## src/rtl/cart_rom_fetch.sv

```systemverilog
`default_nettype none
// ============================================================================
// Module      : cart_rom_fetch
// Description : Cartridge ROM halfword source with one-word prefetch buffer.
// Revision    : 1.0 - initial release
// ============================================================================
module cart_rom_fetch #(
    parameter logic [31:0] ROM_BASE      = 32'h1000_0000,
    parameter int          ROM_SIZE_LOG2 = 26,
    parameter bit          BYTE_SWAP     = 1'b0
) (
    input  logic                     clk,
    input  logic                     rst,
    input  logic [31:0]              bus_addr,
    input  logic                     addr_load,
    input  logic                     rd_done,
    output logic [15:0]              data,
    output logic                     data_valid,
    output logic                     underrun,
    output logic                     mem_req,
    output logic [ROM_SIZE_LOG2-3:0] mem_addr,
    input  logic                     mem_ack,
    input  logic                     mem_rvalid,
    input  logic [31:0]              mem_rdata
);
    localparam int c_PTR_W  = ROM_SIZE_LOG2 - 1;
    localparam int c_WORD_W = ROM_SIZE_LOG2 - 2;
    localparam logic [c_PTR_W-1:0] c_PTR_ONE = {{(c_PTR_W-1){1'b0}}, 1'b1};

    typedef enum logic [1:0] {
        S_IDLE = 2'd0,
        S_REQ  = 2'd1,
        S_WAIT = 2'd2
    } state_t;

    state_t                r_state_q,    w_state_d;
    logic [c_PTR_W-1:0]    r_ptr_q,      w_ptr_d;
    logic [31:0]           r_cur_word_q, w_cur_word_d;
    logic                  r_cur_v_q,    w_cur_v_d;
    logic [31:0]           r_nxt_word_q, w_nxt_word_d;
    logic                  r_nxt_v_q,    w_nxt_v_d;
    logic                  r_stale_q,    w_stale_d;
    logic                  r_fill_nxt_q, w_fill_nxt_d;
    logic                  r_oor_q,      w_oor_d;
    logic                  r_act_q,      w_act_d;
    logic                  r_underrun_q, w_underrun_d;
    logic [15:0]           r_data_q,     w_data_d;
    logic                  r_data_valid_q, w_data_valid_d;
    logic                  r_mem_req_q,  w_mem_req_d;
    logic [c_WORD_W-1:0]   r_mem_addr_q, w_mem_addr_d;

    logic w_in_range;
    logic w_accepted;
    logic w_need;
    logic w_unused_bit;

    assign w_in_range   = (bus_addr[31:ROM_SIZE_LOG2] == ROM_BASE[31:ROM_SIZE_LOG2]);
    assign w_accepted   = (r_state_q == S_REQ) && mem_ack;
    assign w_unused_bit = bus_addr[0];

    function automatic logic [15:0] f_pick(input logic [31:0] word, input logic lo);
        logic [15:0] h;
        h = lo ? word[15:0] : word[31:16];
        return BYTE_SWAP ? {h[7:0], h[15:8]} : h;
    endfunction

    always_comb begin
        w_state_d      = r_state_q;
        w_ptr_d        = r_ptr_q;
        w_cur_word_d   = r_cur_word_q;
        w_cur_v_d      = r_cur_v_q;
        w_nxt_word_d   = r_nxt_word_q;
        w_nxt_v_d      = r_nxt_v_q;
        w_stale_d      = r_stale_q;
        w_fill_nxt_d   = r_fill_nxt_q;
        w_oor_d        = r_oor_q;
        w_act_d        = r_act_q;
        w_underrun_d   = r_underrun_q;
        w_mem_addr_d   = r_mem_addr_q;
        w_need         = 1'b0;

        // Response lands first so a same-cycle shift can move it into CUR.
        if ((r_state_q == S_WAIT) && mem_rvalid) begin
            if (!r_stale_q) begin
                if (r_fill_nxt_q) begin
                    w_nxt_word_d = mem_rdata;
                    w_nxt_v_d    = 1'b1;
                end else begin
                    w_cur_word_d = mem_rdata;
                    w_cur_v_d    = 1'b1;
                end
            end
            w_stale_d = 1'b0;
            w_state_d = S_IDLE;
        end else if (w_accepted) begin
            w_state_d = S_WAIT;
        end

        if (addr_load) begin
            w_ptr_d      = bus_addr[ROM_SIZE_LOG2-1:1];
            w_cur_v_d    = 1'b0;
            w_nxt_v_d    = 1'b0;
            w_underrun_d = 1'b0;
            w_oor_d      = !w_in_range;
            w_act_d      = w_in_range;
            if (w_state_d == S_WAIT) begin
                w_stale_d = 1'b1;
            end else if ((w_state_d == S_REQ) && !w_in_range) begin
                w_state_d = S_IDLE;
            end
        end else if (rd_done) begin
            if (!r_data_valid_q) begin
                w_underrun_d = 1'b1;
            end
            w_ptr_d = r_ptr_q + c_PTR_ONE;
            if (r_ptr_q[0]) begin
                w_cur_word_d = w_nxt_word_d;
                w_cur_v_d    = w_nxt_v_d;
                w_nxt_v_d    = 1'b0;
                // An in-flight NXT fetch now belongs to CUR; an in-flight CUR
                // fetch is for a word we just walked past.
                if (w_state_d == S_WAIT) begin
                    if (w_fill_nxt_d) begin
                        w_fill_nxt_d = 1'b0;
                    end else begin
                        w_stale_d = 1'b1;
                    end
                end
            end
        end

        w_need = w_act_d && (!w_cur_v_d || !w_nxt_v_d);
        if ((w_state_d == S_IDLE) && w_need) begin
            w_state_d = S_REQ;
        end
        // Address and target track the buffer until the controller accepts.
        if (w_state_d == S_REQ) begin
            w_fill_nxt_d = w_cur_v_d;
            w_mem_addr_d = w_ptr_d[c_PTR_W-1:1] + {{(c_WORD_W-1){1'b0}}, w_cur_v_d};
        end

        w_mem_req_d    = (w_state_d == S_REQ);
        w_data_d       = w_cur_v_d ? f_pick(w_cur_word_d, w_ptr_d[0]) : 16'h0000;
        w_data_valid_d = w_oor_d | w_cur_v_d;
    end

    always_ff @(posedge clk) begin
        if (rst) begin
            r_state_q      <= S_IDLE;
            r_ptr_q        <= '0;
            r_cur_word_q   <= '0;
            r_cur_v_q      <= 1'b0;
            r_nxt_word_q   <= '0;
            r_nxt_v_q      <= 1'b0;
            r_stale_q      <= 1'b0;
            r_fill_nxt_q   <= 1'b0;
            r_oor_q        <= 1'b0;
            r_act_q        <= 1'b0;
            r_underrun_q   <= 1'b0;
            r_data_q       <= 16'h0000;
            r_data_valid_q <= 1'b0;
            r_mem_req_q    <= 1'b0;
            r_mem_addr_q   <= '0;
        end else begin
            r_state_q      <= w_state_d;
            r_ptr_q        <= w_ptr_d;
            r_cur_word_q   <= w_cur_word_d;
            r_cur_v_q      <= w_cur_v_d;
            r_nxt_word_q   <= w_nxt_word_d;
            r_nxt_v_q      <= w_nxt_v_d;
            r_stale_q      <= w_stale_d;
            r_fill_nxt_q   <= w_fill_nxt_d;
            r_oor_q        <= w_oor_d;
            r_act_q        <= w_act_d;
            r_underrun_q   <= w_underrun_d;
            r_data_q       <= w_data_d;
            r_data_valid_q <= w_data_valid_d;
            r_mem_req_q    <= w_mem_req_d;
            r_mem_addr_q   <= w_mem_addr_d;
        end
    end

    assign data       = r_data_q;
    assign data_valid = r_data_valid_q;
    assign underrun   = r_underrun_q;
    assign mem_req    = r_mem_req_q;
    assign mem_addr   = r_mem_addr_q;

endmodule
`default_nettype wire

```

## config.mk

```make
export PLATFORM = sky130hd
export DESIGN_NAME = cart_rom_fetch
export DESIGN_NICKNAME = d
export VERILOG_FILES = /design/src/rtl/cart_rom_fetch.sv
export SDC_FILE = /design/constraint.sdc
export NUM_CORES = 1
export LEC_CHECK = 0
export ABC_AREA = 1
export ABC_CLOCK_PERIOD_IN_PS = 4750
export BUFFER_PORTS_ARGS = -buffer_cell sky130_fd_sc_hd__buf_2
export CORE_MARGIN = 1.5
export CORE_UTILIZATION = 40
export CTS_CLUSTER_DIAMETER = 120
export DETAILED_ROUTE_END_ITERATION = 8
export PLACE_DENSITY = 0.58
export SLEW_MARGIN = 10
export SYNTH_ARGS = -nofsm -noshare
export SYNTH_HDL_FRONTEND = slang
export SYNTH_SLANG_ARGS = --single-unit
```

## constraint.sdc

```tcl
create_clock -name clk -period 4.75 [get_ports clk]
set_input_delay 0.475 -clock clk [delete_from_list [all_inputs] [get_ports clk]]
set_output_delay 0.475 -clock clk [all_outputs]
set_load 0.01 [all_outputs]
```

== Word-level counts from Yosys, hierarchy flattened ==
Cells that the tools add are included.

* Eq/ne operators: 7
* Multiplexer cells: 44
* Add/subtract/negate cells: 2
* Reduce and logical (&&, ||, !) cells: 17
* Bitwise logic cells: 3

{| class="wikitable"
|+ Operator list
! operator !! number
|-
| $mux 32 || 9
|-
| $mux 25 || 2
|-
| $mux 1 || 26
|-
| $add 25x1->25 const B || 1
|-
| $add 24x1->24 || 1
|-
| $mux 16 || 1
|-
| $mux 2 || 6
|-
| $eq 2x1->1 const B || 3
|-
| $eq 6x3->1 const B || 1
|-
| $reduce_bool 2->1 || 3
|-
| $logic_and 1x1->1 || 5
|-
| $eq 2x2->1 const B || 2
|-
| $reduce_and 4->1 || 1
|-
| $reduce_or 2->1 || 2
|-
| $logic_not 1->1 || 3
|-
| $logic_not 2->1 || 1
|-
| $ne 2x1->1 const B || 1
|-
| $not 1->1 || 2
|-
| $reduce_and 2->1 || 1
|-
| $logic_or 1x1->1 || 1
|-
| $or 1x1->1 || 1
|}

* Word-level logic and storage cells: 88
* Register bits: 140
* Output and inout port bits: 43

== Depth between registers and ports, before layout ==
Gate-level depths: netlist of the first run.

* Word-level depth: 15
* Depth in mapped cells: 18
* Depth with buffers taken out: 18

== Worst setup path before layout of the first run ==
Ideal clock, no wire load.

* Path kind: in2reg
* Start point: in mem_rvalid
* End point: reg r_mem_addr_q[22], in the netlist mem_addr[22]
* Setup time: 109 ps
* Slack: 2286 ps
* Path buffers: 0
* Data required time: 4641 ps
* Data arrival time: 2355 ps
* Stages: 15
* Cell sequence: nand3b_1 -> nor3_2 -> o21ai_0 -> o21ai_1 -> ha_1 -> ha_1 -> nand3_2 -> nor2_2 -> nand3_4 -> nor3_4 -> nand2_1 -> nand2_1 -> nand3_1 -> nand2_1 -> inv_1

* Cells in the longest elaborated chain, start to end: 11
* Elaborated cells between the ends (all ways): 25
* Classes of those cells: add/sub (1); eq/ne (3); mux (13); reduce/logical (8)

{| class="wikitable"
|+ Ends and longest elaborated chain
! what !! line !! RTL
|-
| start: declaration || 23 || <nowiki>input logic mem_rvalid,</nowiki>
|-
| $logic_and 1x1->1 (*) || 83 || <nowiki>if ((r_state_q == S_WAIT) && mem_rvalid) begin</nowiki>
|-
| $mux 1 || 83 ||
|-
| $mux 1 || 116 || <nowiki>if (r_ptr_q[0]) begin</nowiki>
|-
| $mux 1 (*) || 111 || <nowiki>end else if (rd_done) begin</nowiki>
|-
| $mux 1 (*) || 99 || <nowiki>if (addr_load) begin</nowiki>
|-
| via w_cur_v_d || 39 || <nowiki>logic r_cur_v_q, w_cur_v_d;</nowiki>
|-
| parallel branches: the longest is 6 deep, another holds $add 24x1->24 || n/a ||
|-
| end signal: assignment || 179 || <nowiki>r_mem_addr_q <= w_mem_addr_d;</nowiki>
|-
| end: declaration || 50 || <nowiki>logic [c_WORD_W-1:0] r_mem_addr_q, w_mem_addr_d;</nowiki>
|}

Mark *: on every way through the listed nets, which the timed path passes.
A chain may end at the register's enable or synchronous reset.

== Worst setup path after layout of the first run ==
* Start point: reg r_state_q[0]
* End point: reg r_mem_addr_q[20], in the netlist mem_addr[20]

* Elaborated cells between the ends (all ways): 29
* Classes of those cells: add/sub (1); eq/ne (5); mux (14); reduce/logical (9)

{| class="wikitable"
|+ RTL lines
! what !! line !! RTL
|-
| start: declaration || 36 || <nowiki>state_t r_state_q, w_state_d;</nowiki>
|-
| start signal: assignment || 165 || <nowiki>r_state_q <= w_state_d;</nowiki>
|-
| $eq 2x2->1 (*) || 83 ||
|-
| $logic_and 1x1->1 (*) || 83 ||
|-
| $mux 1 || 83 ||
|-
| $mux 1 || 116 ||
|-
| $mux 1 (*) || 111 ||
|-
| $mux 1 (*) || 99 ||
|-
| via w_cur_v_d || 39 ||
|-
| parallel branches: the longest is 6 deep, another holds $add 24x1->24 || n/a ||
|}

Marks and branches as above.

==> out/results.ini, run 1 <==
[place]
post-place-ws_ns=1.45
place_inst=1292
dp_hpwl_um=12500
dpl_cell_area_um2=7640
io_buffers=111
gp_congestion=0.814

[worst_setup_path]
arrival_ns=3.46
end_kind=register
critPathRequiredTime_ns=5.08
cp-startpoint=r_state_q[0]
slowest_delay_ns=0.49
r2r_start=r_state_q[0]
path_buf_inv=2
critPathKind=reg -> reg
cp_top_family=simple AND/OR/NAND/NOR gates
crit_fanout=10
cp_cell_sequence=nand3b_1 -> nor3_2 -> buf_4 -> o21ai_0 -> o21ai_1 -> ha_1 -> ha_1 -> nand3_2 -> nor2_2 -> nand3_4 -> nor2_4 -> nand3_1 -> nand2_1 -> nand3_1 -> nand2_1 -> inv_1
crit_path_top_delay_cell=nor3_2
crit_path_start_kind=register

[synth]
synth.area.top_cells=dfxtp_1 (40%), nand2_1 (12%), nor2_1 (8.9%)
synth_nets=1072
synth_top_area_cell=dfxtp_1
synth_top_area_frac=0.405
synth.distinct_cells=37
syn_area_um2=6930
ys_seq_elements=140
netlist_instances=999
yosys_warnings=0
syn_avg_cell_area_um2=6.93
yosysSeqAreaShare=0.405

[drt]
drc=0
ant_nets=0
drt-wirelength-per-cell_um=13.5
drt_iter0_drc=412
vias=6393
first_pass_iters=7
viasPerCell=4.83
routed_wl_um=17900

[timing]
clock.fmax_ghz=0.320
relSlewSlack=0.271
slew_viol_final=0
final.setup.tns_ns=0
setup_slack_ns=1.62
finalSetupViolations=0
post-route-min-period_ns=3.13
rsz0062_at_grt=no
skew_ns=0.00819
finalCritPeriodShare=0.659
worst_slew_pin_slew_ns=1.09
hold_viol_final=0

[clocking]
post_cts_buffers=0
post_cts_resized=0
clkSinkCount=140
clk_pin_slew_ns=0.07
cts_tree=yes
clk_latency_ns=0.43
cts_htree_levels=4
clock_path_buffers=2
ctsHoldBuffers=0
cts_root_buffer=clkbuf_16
numCtsBuffers=17

[grt]
grt_overflow_total=0
groute.usage.overall=0.207
grt_pass1_wl_um=29200
grt_pass1_vias=5851
antenna_found_initial=0
grt_max_degree=95

[power]
power_leakage_nw=3.83
power.density_nw_per_um2=370
vdd_drop_max_mv=0.265

[floorplan]
fp.dieArea_um2=18100
row_count=47
io_pins=113
fp.dieW_um=135
fp.dieH_um=135
coreArea_um2=16800
initial_core_util=0.413

[run_status]
outcome=completed

[cells_and_area]
post-route-cell-area_um2=8270
syn2layout_area_growth_pct=19.5
drive_gt1_frac=0.215
num-nets-final=1164
fin_cells=1324
nFillCells=1742
n_antenna_cell=0

[min_path]
min-delay-start=mem_rdata[12]
hold_path.class=in -> reg

[run]
drv_cap=0

## path summary, 6_finish.rpt
check / endpoint / slack, ns / depth (start not counted)
hold reg to reg: r_nxt_word_q[14] / 0.49 / 2
setup reg to reg: mem_addr[20] / 1.62 / 16
hold / removal: r_nxt_word_q[12] / 0.33 / 3
setup / recovery: mem_addr[20] / 1.62 / 16
## synthesized netlist by cell type (all sizes together)
cell type  number
buf            15
a21boi          1
dfxtp         140
a21oi          44
a41oi           1
mux2i          14
nor2          184
and2            1
nor3            7
xor2            7
o21ai         118
nand2         240
nand3b          4
or2            22
nor4            1
xnor2           4
clkbuf         31
inv           100
nand4           7
o211ai          1
ha              3
nand3          54
## metal layers
layer  vias up  part of all wire  GRT usage
met2       168              0.45      0.323
met5         -                 0          0
met1      2857              0.48      0.284
li1       3352                 -          -
met3        16             0.057     0.0435
met4         0             0.011     0.0687
## registers in the layout (all words and copies together) (netlist names), 2 cells and up
name          count
r_cur_word_q     32
r_nxt_word_q     32
r_ptr_q          25
mem_addr         24
data             16
r_state_q         2
## per-stage QoR
step                      power, W  hold slack (ns)  utilization
after CTS                  0.00309            0.321        0.494
after detailed placement   0.00165            0.474        0.456
final                      0.00306            0.330        0.494
after floorplan            0.00153            0.450            -
after global placement     0.00165            0.461        0.456
after global routing       0.00319            0.352        0.494
## where the power goes
group	switching [W]	total (W)	internal [W]
Combinational	0.000230	0.000356	0.000126
Clock	0.000588	0.00144	0.000848
Sequential	0.0000373	0.00127	0.00123
Total	0.000856	0.00306	0.00221
## cells in the final DEF, fill, tap and decap left out, types with 21 or more instances in the layout
cell type,n
nor2_1,164
nand2_1,218
dfxtp_1,140
buf_2,111
o21ai_0,106
a21oi_1,44
or2_2,21
nand3_1,41
inv_1,95
## logic make-up (layout without fill, tap and decap cells)
family,after synthesis,after routing,synth area share
buffers and inverters,146,251,0.0822
muxes,14,14,0.0202
DFF,140,140,0.405
AOI/OAI and AO/OA,165,165,0.121
xor gates and xnor gates,11,11,0.0139
adders and majority gates,3,3,0.00542
and+or+nand+nor,520,520,0.352
## final cells by class
class                   instances  area, um2  area share
clock buffers                  17        425      0.0514
clock inverters                15        208      0.0251
inverters                     100        375      0.0454
multi-input cells             713       3570       0.432
flip-flops and latches        140       2800       0.339
well taps                     220        275      0.0333
repair buffers                119        616      0.0744
## tightest hold or removal path, stage by stage
cell and delay [ns]:
buf_2 0.09, mux2i_1 0.08, nor2_1 0.08
Power figures use the tool's default switching activity.
==> run 2, diff against run 1 <==
Settings changed: ABC_CLOCK_PERIOD_IN_PS 4750 to 3150.
Clock period 4.75 ns to 3.15 ns, I/O delays scaled along.
==> run 2 against run 1 <==
Maximum frequency rose by 25%. Global-route usage is 0.24 points lower. Wire length down 1.5%. Clock skew is essentially flat. Highest routed layer is now met5.
==> out/results.ini, run 2 (synthesized netlist as in run 1, its figures left out) <==
[floorplan]
fp.dieH_um=135  ; unchanged
initial_core_util=0.413  ; unchanged
row_count=47  ; unchanged
fp.dieW_um=135  ; unchanged
fp.dieArea_um2=18100  ; unchanged
coreArea_um2=16800  ; unchanged
io_pins=113  ; unchanged

[place]
dp_hpwl_um=12400  ; -0.58%
io_buffers=111  ; unchanged
post-place-ws_ns=0.605  ; -0.840 ns
gp_congestion=0.824  ; +1.1%
place_inst=1297  ; +0.39%

[timing]
final.setup.tns_ns=0  ; unchanged
worst_slew_pin_slew_ns=1.08  ; -0.0171 ns
skew_ns=0.00853  ; +0.000345 ns
setup_slack_ns=0.651  ; -0.971 ns
clock.fmax_ghz=0.400  ; +25%
finalCritPeriodShare=0.793  ; +0.135
rsz0062_at_grt=no
post-route-min-period_ns=2.50  ; -0.629 ns
relSlewSlack=0.283  ; +0.0114
hold_viol_final=0  ; unchanged
finalSetupViolations=0  ; unchanged
slew_viol_final=0  ; unchanged

[cells_and_area]
layout_common_cells=nand2_1 (218), nor2_1 (164), dfxtp_1 (140), buf_2 (111), o21ai_0 (106)
fin_cells=1330  ; +0.45%
num-nets-final=1169  ; +0.43%
nFillCells=1788  ; +2.6%
final_common_cell=nand2_1
drive_gt1_frac=0.217  ; +0.00264
syn2layout_area_growth_pct=21.2
top_regs=r_cur_word_q (32), r_nxt_word_q (32), r_ptr_q (25)

[clocking]
clock_path_buffers=2  ; unchanged
post_cts_resized=0  ; unchanged
numCtsBuffers=17  ; unchanged
cts_htree_levels=4  ; unchanged
ctsHoldBuffers=0  ; unchanged
clk_pin_slew_ns=0.06  ; about the same
post_cts_buffers=0  ; unchanged
clk_latency_ns=0.42  ; about the same
clkSinkCount=140  ; unchanged
cts_root_buffer=clkbuf_16
cts_tree=yes

[run_status]
outcome=completed

[drt]
ant_nets=0  ; unchanged
routed_wl_um=17600  ; -1.5%
drc=0  ; unchanged
drt_iter0_drc=362  ; -12%
drt-wirelength-per-cell_um=13.2  ; -1.9%
vias=6359  ; -0.53%
viasPerCell=4.78  ; -0.98%
first_pass_iters=4  ; -3

[min_path]
hold_path.class=in -> reg

[grt]
grt_max_degree=95  ; unchanged
grt_pass1_vias=5901  ; +0.85%
grt_overflow_total=0  ; unchanged
antenna_found_initial=2  ; +2
groute.usage.overall=0.204  ; -0.00243
grt_pass1_wl_um=29000  ; -0.59%

[worst_setup_path]
critPathKind=reg -> reg
arrival_ns=2.82  ; -0.64 ns
crit_path_start_kind=register
crit_fanout=7  ; -3
end_kind=register
critPathRequiredTime_ns=3.47  ; -1.61 ns

[power]
vdd_drop_max_mv=0.420  ; +59%
power_leakage_nw=3.89  ; +1.7%
power.density_nw_per_um2=582  ; +57%

[run]
drv_cap=0  ; unchanged

[run 2: where the power goes]
group	internal (W)	switching, W
clock	0.00165	0.000781
combinational	0.000195	0.000347
sequential	0.00186	0.0000547
total	0.00371	0.00118
[run 2: final cells by class]
class	instances	area, um2	share of cell area
Timing Repair Buffer	124	653	0.0778
Tap cell	220	275	0.0328
Clock buffer	18	429	0.0511
Multi-Input combinational cell	713	3570	0.425
Antenna cell	1	2.50	0.000298
Inverter	100	375	0.0447
Sequential cell	140	2800	0.334
Clock inverter	14	288	0.0343
[run 2: metal layers]
layer  vias up  track usage  part of all wire
li1       3353            -                 -
met3        15       0.0473             0.046
met1      2863        0.280              0.49
met4         2       0.0579            0.0085
met5         -            0           0.00074
met2       126        0.323              0.45
[run 2: final timing paths]
check	end	depth (start not counted)	slack (ns)	start
min reg2reg	r_oor_q	2	0.48	r_oor_q
min	r_nxt_word_q[15]	3	0.18	mem_rdata[15]
max reg2reg	mem_addr[20]	15	0.65	r_state_q[0]
max	mem_addr[20]	15	0.65	r_state_q[0]
[run 2: per-stage QoR]
stage           util  hold slack, ns  instance area (um2)  power (W)
6_report       0.501           0.178                 8400    0.00489
3_3_place_gp   0.458           0.468                 7680    0.00249
4_1_cts        0.501           0.168                 8390    0.00495
3_5_place_dp   0.458           0.475                 7680    0.00250
5_1_grt        0.501           0.184                 8400    0.00509
2_1_floorplan      -           0.450                 6930    0.00231
[run 2: worst max-delay path: stages (launching register included)]
cell	delay [ns]
dfxtp_1	0.32
nand3b_1	0.27
nor3_4	0.18
nor2_1	0.08
o21ai_1	0.18
ha_1	0.20
ha_1	0.18
nand3_2	0.11
nor2_2	0.18
nand3_4	0.14
nor2_4	0.22
nand3_1	0.10
nand2_1	0.07
nand3_1	0.07
nand2_1	0.07
inv_1	0.03
==> run 3, diff against run 2 <==
Settings changed: ABC_CLOCK_PERIOD_IN_PS 3150 to 2610.
Clock period 3.15 ns to 2.61 ns, I/O delays scaled along.
==> run 3 against run 2 <==
Clock-buffer cell count is the same. Sequential share of layout area rose by 0.075 points. Non-clock buffer count rose by 7. Register-to-register slack worse by 0.43 ns. Sequential power increased by 20%. Hold slack worse by 0.068 ns. Die area stayed put. Combinational power rose by 24%. Cell count rose by 0.45%. Critical endpoint unchanged. Highest routed layer is now met4.
==> out/results.ini, run 3 (synthesized netlist as in run 1, its figures left out) <==
[timing]
hold_viol_final=0  ; unchanged
relSlewSlack=0.295  ; +0.0123
finalSetupViolations=0  ; unchanged
rsz0062_at_grt=no
finalCritPeriodShare=0.915  ; +0.121
post-route-min-period_ns=2.39  ; -0.112 ns
setup_slack_ns=0.223  ; -0.428 ns
clock.fmax_ghz=0.419  ; +4.7%
skew_ns=0.0127  ; +0.00415 ns
slew_viol_final=0  ; unchanged
whs_ns=0.110  ; -0.0682 ns
worst_slew_pin_slew_ns=1.06  ; -0.0184 ns
final.setup.tns_ns=0  ; unchanged

[cells_and_area]
final_common_cell=nand2_1
top_regs=r_cur_word_q (32), r_nxt_word_q (32), r_ptr_q (25)
nFillCells=1743  ; -2.5%
syn2layout_area_growth_pct=21.0
utilization=0.500  ; -0.00112
drive_gt1_frac=0.227  ; +0.00939
n_antenna_cell=0  ; -1
fin_cells=1336  ; +0.45%
num-nets-final=1176  ; +0.60%
layout_common_cells=nand2_1 (218), nor2_1 (163), dfxtp_1 (140), buf_2 (111), o21ai_0 (106)

[grt]
groute.usage.overall=0.204  ; -0.000498
antenna_found_initial=0  ; -2
grt_overflow_total=0  ; unchanged
grt_pass1_wl_um=28900  ; -0.41%
grt_max_degree=95  ; unchanged
grt_pass1_vias=5801  ; -1.7%

[drt]
met3_length_um=758  ; -5.7%
wl_met2_um=8050  ; +1.0%
viasPerCell=4.82  ; +0.71%
drc=0  ; unchanged
drt_iter0_drc=349  ; -3.6%
highest_layer=met4
ant_nets=0  ; unchanged
drt-wirelength-per-cell_um=13.4  ; +1.2%
drt-met1-wl_um=8960  ; +3.4%
vias=6433  ; +1.2%
first_pass_iters=5  ; +1
routed_wl_um=17900  ; +1.6%

[worst_setup_path]
r2r_start=r_state_q[0]
critPathKind=reg -> reg
cp-startpoint=r_state_q[0]
arrival_ns=2.72  ; -0.10 ns
crit_path_start_kind=register
critPathRequiredTime_ns=2.94  ; -0.53 ns
crit_fanout=7  ; unchanged
end_kind=register

[clocking]
cts_tree=yes
clk_latency_ns=0.43  ; about the same
numCtsBuffers=17  ; unchanged
clock_path_buffers=2  ; unchanged
cts_root_buffer=clkbuf_16
clkSinkCount=140  ; unchanged
cts_htree_levels=4  ; unchanged
clk_pin_slew_ns=0.06  ; about the same

[floorplan]
io_pins=113  ; unchanged
fp.dieArea_um2=18100  ; unchanged
initial_core_util=0.413  ; unchanged
coreArea_um2=16800  ; unchanged
fp.dieH_um=135  ; unchanged
row_count=47  ; unchanged
fp.dieW_um=135  ; unchanged

[run]
drv_cap=0  ; unchanged

[power]
power.density_nw_per_um2=650  ; +12%
vdd_drop_max_mv=0.499  ; +19%
power_leakage_nw=3.88  ; -0.41%

[place]
dp_hpwl_um=12600  ; +1.9%
io_buffers=111  ; unchanged
place_inst=1301  ; +0.31%
gp_congestion=0.821  ; -0.32%
post-place-ws_ns=0.104  ; -0.501 ns

[min_path]
hold_path.class=in -> reg
min-delay-start=mem_rdata[15]

[run_status]
outcome=completed

run 3: cell types whose count changed in the layout (fill, tap and decap cells not counted), sizes merged:
cell / before / now
inv: 102 / 106
clkinv: 3 / 5
buf: 124 / 131
bufinv: 8 / 2
diode: 1 / 0
run 3: where the power goes:
group	switching (W)	leakage, nW	internal, W
Sequential	0.0000668	1.14	0.00225
Combinational	0.000425	2.44	0.000248
Clock	0.00101	0.294	0.00145
Total	0.00150	3.88	0.00395
run 3: worst paths after layout:
kind,end,slack [ns],depth (start not counted)
max,mem_addr[20],0.22,16
min,r_nxt_word_q[15],0.11,3
max reg2reg,mem_addr[20],0.22,16
min reg2reg,mem_addr[0],0.48,2
run 3: repair_timing:
action                                  CTS  global route
buffers inserted                          0             3
resized for setup                         0             8
hold buffers                              0             0
endpoints found under the setup margin    0             8
run 3: worst max-delay path: stages, from the launching register on:
cell and delay, ns:
dfxtp_1 0.31, nand3b_1 0.22, buf_6 0.17, nor3_4 0.13
nor2_2 0.07, o21ai_2 0.16, ha_2 0.22, ha_4 0.15
nand3_4 0.09, nor2_4 0.12, nand3_4 0.13, nor2_4 0.21
nand3_1 0.10, nand2_1 0.06, nand3_1 0.07, nand2_1 0.06
inv_1 0.04
run 3: layout make-up:
cell class                 count  area, um2  share of cell area
sequential                   140       2800               0.335
timing repair buffer         131        722              0.0862
multi-input combinational    713       3600               0.430
inverter                     100        375              0.0448
clock inverter                14        159              0.0190
tap                          220        275              0.0329
clock buffer                  18        439              0.0524
run 3: through the flow:
step           total power (W)  cell area (um2)
2_1_floorplan          0.00279             6930
3_3_place_gp           0.00303             7720
3_5_place_dp           0.00303             7720
4_1_cts                0.00549             8320
5_1_grt                0.00569             8380
6_report               0.00545             8380
run 3: routing by layer:
layer | track usage | vias to the layer above
li1 | - | 3374
met1 | 0.289 | 2891
met4 | 0.0502 | 0
met3 | 0.0390 | 11
met5 | 0 | -
met2 | 0.320 | 157
